### config.mk
export PLATFORM = sky130hd
export DESIGN_NAME = if_prefetch_unit
export DESIGN_NICKNAME = d
export VERILOG_FILES = /design/src/rtl/if_prefetch_unit.sv
export SDC_FILE = /design/constraint.sdc
export NUM_CORES = 1
export LEC_CHECK = 0
export BUFFER_PORTS_ARGS = -buffer_cell sky130_fd_sc_hd__buf_4
export CORE_ASPECT_RATIO = 0.6
export CORE_MARGIN = 1
export CORE_UTILIZATION = 35
export CTS_BUF_LIST = sky130_fd_sc_hd__clkbuf_4 sky130_fd_sc_hd__clkbuf_8
export CTS_CLUSTER_SIZE = 12
export DETAILED_ROUTE_END_ITERATION = 10
export GPL_TIMING_DRIVEN = 0
export MAX_ROUTING_LAYER = met4
export PLACE_DENSITY = 0.49
export SLEW_MARGIN = 20
export SYNTH_ARGS = -nofsm -noshare
export SYNTH_HDL_FRONTEND = slang
export SYNTH_SLANG_ARGS = --single-unit
export TNS_END_PERCENT = 100
### constraint.sdc
create_clock -name clk -period 4.03 [get_ports clk]
set_clock_uncertainty 0.05 [all_clocks]
set_input_delay 0.6045 -clock clk [delete_from_list [all_inputs] [get_ports clk]]
set_output_delay 0.6045 -clock clk [all_outputs]
set_load 0.05 [all_outputs]
### src/rtl/if_prefetch_unit.sv
`default_nettype none
// ============================================================================
// Module  : if_prefetch_unit
// Purpose : MIPS fetch engine with req/gnt/rvalid IMEM port and prefetch queue
// Revision: 1.0
// ============================================================================
module if_prefetch_unit #(
  parameter int                ADDR_W     = 32,
  parameter int                DATA_W     = 32,
  parameter int                DEPTH      = 4,
  parameter logic [ADDR_W-1:0] RESET_PC   = '0,
  parameter logic [ADDR_W-1:0] EXC_VECTOR = ADDR_W'(32'h8000_0180)
) (
  input  logic                       clk,
  input  logic                       rst,
  output logic                       imem_req,
  output logic [ADDR_W-1:0]          imem_addr,
  input  logic                       imem_gnt,
  input  logic                       imem_rvalid,
  input  logic [DATA_W-1:0]          imem_rdata,
  input  logic                       redirect_valid,
  input  logic [ADDR_W-1:0]          redirect_pc,
  input  logic                       exception,
  input  logic                       id_hold,
  output logic                       if_valid,
  output logic [DATA_W-1:0]          if_instr,
  output logic [ADDR_W-1:0]          if_pc,
  output logic [$clog2(DEPTH):0]     q_count
);

  localparam int PW = $clog2(DEPTH);
  localparam int CW = PW + 1;
  localparam logic [CW-1:0] c_DEPTH = CW'(DEPTH);

  localparam logic [1:0] S_IDLE = 2'd0;
  localparam logic [1:0] S_REQ  = 2'd1;
  localparam logic [1:0] S_WAIT = 2'd2;
  localparam logic [1:0] S_DROP = 2'd3;

  logic [1:0]        r_state, w_state_nxt;
  logic [ADDR_W-1:0] r_fetch_pc, r_pend_pc, w_target;
  logic [ADDR_W-1:0] r_q_pc   [DEPTH];
  logic [DATA_W-1:0] r_q_data [DEPTH];
  logic [PW-1:0]     r_wptr, r_rptr;
  logic [CW-1:0]     r_count;
  logic              w_flush, w_push, w_deq, w_gnt_ok;
  logic              w_space_idle, w_space_push;

  assign w_flush  = redirect_valid | exception;
  assign w_target = exception ? EXC_VECTOR : {redirect_pc[ADDR_W-1:2], 2'b00};
  assign w_gnt_ok = (r_state == S_REQ) & imem_gnt;
  assign w_push   = (r_state == S_WAIT) & imem_rvalid & ~w_flush;
  assign w_deq    = if_valid & ~id_hold & ~w_flush;

  // Space uses the registered count only; a same-cycle dequeue does not help.
  assign w_space_idle = r_count < c_DEPTH;
  assign w_space_push = (r_count + CW'(1)) < c_DEPTH;

  always_ff @(posedge clk or negedge rst) begin
    if (!rst) r_state <= S_IDLE;
    else      r_state <= w_state_nxt;
  end

  always_comb begin
    w_state_nxt = r_state;
    case (r_state)
      S_IDLE: if (w_flush || w_space_idle) w_state_nxt = S_REQ;
      S_REQ: begin
        if (w_flush)       w_state_nxt = imem_gnt ? S_DROP : S_REQ;
        else if (imem_gnt) w_state_nxt = S_WAIT;
      end
      S_WAIT: begin
        if (imem_rvalid)   w_state_nxt = (w_flush || w_space_push) ? S_REQ : S_IDLE;
        else if (w_flush)  w_state_nxt = S_DROP;
      end
      // Once the dropped response lands nothing is outstanding, even if a new
      // flush arrives in the same cycle, so fetching can restart.
      S_DROP: if (imem_rvalid) w_state_nxt = S_REQ;
      default: w_state_nxt = S_IDLE;
    endcase
  end

  always_comb begin
    imem_req  = (r_state == S_REQ);
    imem_addr = r_fetch_pc;
  end

  always_ff @(posedge clk or negedge rst) begin
    if (!rst) begin
      r_fetch_pc <= RESET_PC;
      r_pend_pc  <= RESET_PC;
    end else begin
      if (w_gnt_ok) r_pend_pc <= r_fetch_pc;
      if (w_flush)       r_fetch_pc <= w_target;
      else if (w_gnt_ok) r_fetch_pc <= r_fetch_pc + ADDR_W'(4);
    end
  end

  always_ff @(posedge clk or negedge rst) begin
    if (!rst) begin
      r_wptr  <= '0;
      r_rptr  <= '0;
      r_count <= '0;
    end else if (w_flush) begin
      r_wptr  <= '0;
      r_rptr  <= '0;
      r_count <= '0;
    end else begin
      if (w_push) r_wptr <= r_wptr + PW'(1);
      if (w_deq)  r_rptr <= r_rptr + PW'(1);
      case ({w_push, w_deq})
        2'b10:   r_count <= r_count + CW'(1);
        2'b01:   r_count <= r_count - CW'(1);
        default: r_count <= r_count;
      endcase
    end
  end

  always_ff @(posedge clk) begin
    if (w_push) begin
      r_q_pc[r_wptr]   <= r_pend_pc;
      r_q_data[r_wptr] <= imem_rdata;
    end
  end

  assign q_count  = r_count;
  assign if_valid = (r_count != '0);
  assign if_instr = if_valid ? r_q_data[r_rptr] : '0;
  assign if_pc    = if_valid ? (r_q_pc[r_rptr] + ADDR_W'(4)) : '0;

endmodule
`default_nettype wire

==> flow_summary.ini, run 1 <==
[die]
die-area_um2 = 39600
die_h_um = 154.5
start_util_pct = 35.80
row_count = 55
pin_count = 172
die-width_um = 256.2
core_area_um2 = 37920

[worst_setup_path]
cp_max_fo = 7
max_stage_delay_ns = 0.46
critPathLaunchType = register
r2r-start = r_state[1]$_DFFE_PN0P_
r2r_cells = 9
critical_path.cell_chain = buf_12 > buf_12 > buf_12 > mux4_2 > ha_4 > nand2_4 > or4_4 > buf_6 > or3_1 > a21oi_2 > buf_6
crit_type = reg -> out
startpoint = r_rptr[0]$_DFFE_PN0P_
slowest_stage = or4_4
crit_path_end_kind = output port
cp_common_cell = buf_12
required_ns = 3.38
crit_family = simple AND/OR/NAND/NOR gates
cp_data_arrival_time_ns = 3.38
path_buf_inv = 5
cp.depth = 11

[yosys]
synth_fa_ha_area_share_pct = 1.346
synth_edf_count = 248
synthCells = 901
synth_top_family_by_area = simple AND/OR/NAND/NOR gates
synth_cell_types = 56
synth_top_area_share_pct = 54.86
synth_compound_area_share_pct = 4.268
yosysSeqAreaShare_pct = 67.58
synth-simple-area-share_pct = 11.45
yosys.area.top_type = edfxtp_1
synth_xor_area_share_pct = 2.452
muxShareOfSynthArea_pct = 10.71
ys_ff_latch = 317
avgSynthCellArea_um2 = 15.07
ys.flop_type = edfxtp_1
synth_area_um2 = 13570
yosysWarnings = 0
async_reset_ff_share_pct = 21.77
synth_area_leaders = edfxtp_1 55%, dfrtp_1 13%, mux4_2 10%

[timing]
finalCriticalPeriod_ns = 4.038
rsz0062_at_grt = true
worst_slack_ns = -0.007751
setup_viol = 2
drv_slew = 0
slew_headroom_pct = 39.23
final_hold_viol_count = 0
finalCritPeriodShare_pct = 100.2
max_slew.worst_pin.slew_ns = 0.9115
max_freq_mhz = 247.7

[status]
status = finished, violations left
violations = negative setup slack

[routing]
drt_iter0_markers = 620
avgViaCountPerCell = 4.972
route.detailed.drc = 0
dr_total_vias = 8512
dr.pass1.iters = 5
wirelength_mm = 35.42
ant_nets = 0
wl_per_cell_um = 20.69

[cts]
tritoncts = built
hold_buffers = 0
max-clock-path-buffers = 3
path_clk_slew_ns = 0.07
clk_latency_ns = 0.57
cts_max_level = 2
cts_made_buffers = 51
root_buffer = clkbuf_8
cts.sinks = 317

[finish]
drive_gt1_share_pct = 33.53
diodes = 0
layout.nets = 1246
final_cells = 1712
syn_to_final_growth_pct = 26.09

[placed_design]
portBuffers = 165
pre_cts_ws_ns = -0.2158
place_congestion = 0.8082
place_inst = 1586
place_hpwl_mm = 23.72

[global_route]
grt_pass1_vias = 8754
antenna_found_initial = 0
grt_max_degree = 70
gr-total-overflow = 0
grtUsageTotal_pct = 18.53
grt_pass1_wl_mm = 54.01

[job]
maxCapViolCount = 0

[power_and_ir_drop]
cellLeakagePower_nw = 6.300
vdd_drop_max_mv = 0.1907
p_per_area_nw_per_um2 = 462.8

[worst_hold_path]
min_path_type = in -> async
## final cells by class
cell class                      instances  area, um^2
Clock buffer                           73       873.3
Sequential cell                       317        9175
Buffer                                 49       296.5
Fill cell                            3445       20800
Timing Repair Buffer                  206        1694
Clock inverter                         17       100.1
Inverter                               13       48.80
Tap cell                              513       641.9
Multi-Input combinational cell        524        4287
## routing by layer
metal,part of all wire [%],track usage [%],up-vias
met5,0,-,-
met4,1.4,3.992,0
met3,4.2,3.261,47
met2,42,25.51,215
met1,52,28.26,4295
li1,-,-,3955
## cell families (layout without fill, tap and decap cells)
family          count (synthesis)  count (layout)
flops                         317             317
other cells                     1               4
simple gates                  314             314
buf+inv                        63             358
fa+ha+maj                      15              15
mux                            67              67
xor+xnor                       38              38
compound gates                 86              86
## cells in the mapped netlist (all sizes together), types with 2 or more instances
library cell  instances
edfxtp              248
buf                  18
or4                   6
nand2               124
nor4b                 3
inv                  13
nand4b                4
a221oi                3
a41o                  3
a22oi                 2
or3                   5
and2                 44
mux2i                 5
o21bai                2
maj3                  2
nor4                 10
o31ai                 4
mux4                 62
o21ai                14
clkbuf               32
or2                   3
and4                  9
nand3                15
a211oi               16
xor2                  9
a31o                  4
xnor2                29
nor2b                 3
dfrtp                69
a311oi                2
and3                 11
ha                   13
nand4                12
a31oi                 4
nor3                  8
nand2b                2
nor2                 55
a21oi                22
o311ai                2
## final timing paths
check,endpoint,slack [ns]
setup / recovery,if_pc[18],-0.008
hold / removal,imem_addr[6]$_DFFE_PN0P_,0.1
setup reg to reg,imem_addr[25]$_DFFE_PN0P_,1.26
hold reg to reg,r_q_pc[3][12]$_DFFE_PP_,0.47
max in group asynchronous,r_rptr[0]$_DFFE_PN0P_,3.18
min in group clk,r_q_data[0][19]$_DFFE_PP_,0.18
## metrics by stage
| step | TNS, ns | total power (W) | hold WS [ns] | area, um^2 | util (%) |
|---|---|---|---|---|---|
| final | -0.01059 | 0.007921 | 0.09770 | 17120 | 45.14 |
| after CTS | -0.3296 | 0.008002 | 0.1106 | 17000 | 44.83 |
| after global routing | -0.4566 | 0.008277 | 0.1344 | 17120 | 45.14 |
| after global placement | -147.02 | 0.005225 | 0.4613 | 15480 | 40.82 |
| after floorplan | 0 | 0.004736 | 0.2589 | 13600 | - |
| after detailed placement | -1.166 | 0.005245 | 0.4667 | 15600 | 41.14 |
## report_power, final
group          internal, W  total (W)  switching (W)  leakage, nW
logic             0.000379    0.00112       0.000741         2.64
clock network      0.00145    0.00271        0.00126        0.520
registers          0.00382    0.00409       0.000275         3.14
## what timing repair did
action / 4_1_cts / 5_1_grt
gates resized for setup: 41 / 22
endpoints found under the setup margin: 50 / 24
pin swaps: 10 / 3
gates cloned: 1 / 0
setup buffers: 29 / 7
## sequential cells by signal, summed over array words and instances, names as in the netlist
name	count
r_pend_pc	30
r_state	2
r_q_data	128
r_wptr	2
q_count	3
imem_addr	30
r_rptr	2
r_q_pc	120
## cells in the final DEF (no fill, tap or decap), types with 4 or more instances in the layout
master	netlist	routed
and2_1	42	42
ha_1	13	12
nor3_1	8	8
clkbuf_4	0	21
mux4_2	60	62
or3_1	5	4
buf_6	4	9
or4_4	1	5
clkbuf_1	32	29
and3_4	0	4
nor2_1	55	55
nand4b_1	4	4
a31o_2	4	4
conb_1	1	4
and4_1	9	8
buf_4	5	198
buf_16	0	4
clkinv_2	0	5
nand4_1	11	11
xnor2_1	29	29
xor2_1	9	9
clkinv_1	0	10
dfrtp_1	69	68
nand2_1	124	122
buf_12	0	6
mux2i_1	5	5
a211oi_1	16	16
o21ai_0	13	10
a31oi_1	4	4
a21oi_1	22	18
nor4_1	10	8
buf_2	7	5
inv_1	13	13
clkbuf_8	0	52
nand3_1	15	14
and3_1	11	7
edfxtp_1	248	248
Note: power is estimated with default switching activity, not from simulation.
==> inputs of run 2 (changes only) <==
Settings changed: CORE_UTILIZATION 35 to 59, HOLD_SLACK_MARGIN from default to 0.08, PLACE_DENSITY 0.49 to 0.77.
==> run 2 against run 1 <==
The flow now finishes without violations. Largest power group unchanged. Clock-buffer cell count fell by 6. Setup slack improved by 0.066 ns. Flip-flop and latch count unchanged. Critical endpoint is now if_pc[30]. Die area is 40% lower. Largest cell class unchanged. Power decreased by 4.0%. Highest routed layer unchanged. Register-to-register slack improved by 0.12 ns. Combinational power hardly changed. Utilization rose by 29 points.
==> flow_summary.ini, run 2 (synthesis gave the netlist of run 1 again) <==
[power_and_ir_drop]
pwr-share-clk_pct = 31.8
vdd_drop_max_mv = 0.2404
p_int_w = 0.005450
p_comb_share_pct = 14.6
seq_power_share_pct = 53.6
switching_share_pct = 28.33
p_per_area_nw_per_um2 = 458.4
switchingPower_w = 0.002154
cellLeakagePower_nw = 6.167

[global_route]
grtUsageTotal_pct = 27.99
use_met2_pct = 37.41
grt_pass1_wl_mm = 48.20
grt_pass1_vias = 8585
gr-total-overflow = 0
met3_usage_pct = 5.453
use_met1_pct = 44.99
busiest_layer = met1
grt_max_degree = 70
antenna_found_initial = 0

[finish]
layout.nets = 1231
final_cells = 1488
top_register = r_q_data
largest_reg_flops = 128
layout_commonest_cell = edfxtp_1
syn_to_final_growth_pct = 22.22
diodes = 0
nFillCells = 1405
seq_area_um2 = 9174
drive_gt1_share_pct = 32.12
multi_input_area_um2 = 4225
largestRegisters = r_q_data x128, r_q_pc x120
layout_common_cells = 248 x edfxtp_1, 189 x buf_4, 123 x nand2_1
final_cell_area_um2 = 16590

[timing]
finalCriticalPeriod_ns = 3.972
final_hold_viol_count = 0
max_freq_mhz = 251.8
drv_slew = 0
slew_headroom_pct = 39.67
holdWs_ns = 0.1000
finalCritPeriodShare_pct = 98.55
setup_viol = 0
rsz0062_at_grt = true
max_slew.worst_pin.slew_ns = 0.9049

[cts]
root_buffer = clkbuf_8
cts_max_level = 2
cts.sinks = 317
tritoncts = built
path_clk_slew_ns = 0.07
cts_made_buffers = 44
max-clock-path-buffers = 3
clk_latency_ns = 0.55

[job]
maxCapViolCount = 0

[die]
start_util_pct = 60.92
die-area_um2 = 23640
die_h_um = 119.5
pin_count = 172
die-width_um = 197.8
row_count = 42
core_area_um2 = 22280

[placed_design]
place_hpwl_mm = 21.04
place_congestion = 0.9267
place_inst = 1381
place_area_um2 = 15340
portBuffers = 165

[worst_setup_path]
cp_max_fo = 6
crit_type = reg -> out
required_ns = 3.38
cp_data_arrival_time_ns = 3.32
r2r_cells = 5
crit_path_end_kind = output port
critPathLaunchType = register

[routing]
wl_per_cell_um = 21.34
route.detailed.drc = 0
wirelength_mm = 31.76
dr_total_vias = 8856
drt_iter0_markers = 758
avgViaCountPerCell = 5.952
dr.pass1.iters = 5
ant_nets = 0

[worst_hold_path]
min_path_type = in -> async

[status]
status = finished, final reports clean
run 2: layer usage:
metal  part of all wire (%)  wire, um
met3                    9.0      2868
met5                      0         0
met1                     46     14740
met4                    1.0       331
met2                     44     13820
run 2: metrics by stage:
| stage | setup slack (ns) | setup TNS [ns] | power [W] | utilization, % |
|---|---|---|---|---|
| 3_3_place_gp | -0.3377 | -65.90 | 0.005162 | 68.31 |
| 6_report | 0.05831 | 0 | 0.007605 | 74.46 |
| 3_5_place_dp | -0.1362 | -0.2399 | 0.005207 | 68.86 |
| 2_1_floorplan | 0.04396 | 0 | 0.004736 | - |
| 4_1_cts | 0.004357 | 0 | 0.007591 | 73.42 |
| 5_1_grt | -0.05083 | -0.1903 | 0.007886 | 74.46 |
run 2: worst paths after layout:
kind,endpoint,start,slack [ns]
min reg2reg,r_q_pc[1][11]$_DFFE_PP_,r_pend_pc[11]$_DFFE_PN0P_,0.49
max in group asynchronous,r_pend_pc[15]$_DFFE_PN0P_,rst,3.21
min,imem_addr[11]$_DFFE_PN0P_,rst,0.10
max,if_pc[30],r_rptr[0]$_DFFE_PN0P_,0.06
min in group clk,r_q_data[0][27]$_DFFE_PP_,imem_rdata[27],0.21
max reg2reg,imem_addr[28]$_DFFE_PN0P_,imem_addr[7]$_DFFE_PN0P_,1.38
run 2: worst max-delay path, cell delays in order (launching register included):
cell and delay [ns]:
dfrtp_1 0.40, buf_12 0.15, buf_12 0.13, mux4_2 0.41, nand4_1 0.12, buf_4 0.17
or4_4 0.51, buf_6 0.15, buf_4 0.13, o31ai_1 0.31, a21oi_2 0.10, buf_6 0.18
run 2: final cells by class:
class                   count  share of cell area (%)
plain buffers              49                   1.742
clock buffers              67                   4.804
clock inverters            12                  0.3243
inverters                  13                  0.2941
multi-input cells         525                   25.47
flip-flops and latches    317                   55.29
well taps                 308                   2.323
repair buffers            197                   9.751
run 2: what timing repair did:
item | in CTS | in global routing
endpoints found under the setup margin | 46 | 38
hold buffers | 0 | 0
resized for setup | 28 | 13
buffers inserted | 7 | 19
hold endpoints to repair | 0 | 0
pin swaps | 8 | 6
gates cloned | 0 | 3
run 2: power groups by stage:
| stage | logic (W) | clock network, W | registers (W) |
|---|---|---|---|
| floorplan | 0.000656 | 0 | 0.00408 |
| global placement | 0.00105 | 0 | 0.00411 |
| detailed placement | 0.00108 | 0 | 0.00413 |
| CTS | 0.00110 | 0.00243 | 0.00406 |
| global route | 0.00119 | 0.00259 | 0.00410 |
| finish | 0.00111 | 0.00242 | 0.00408 |
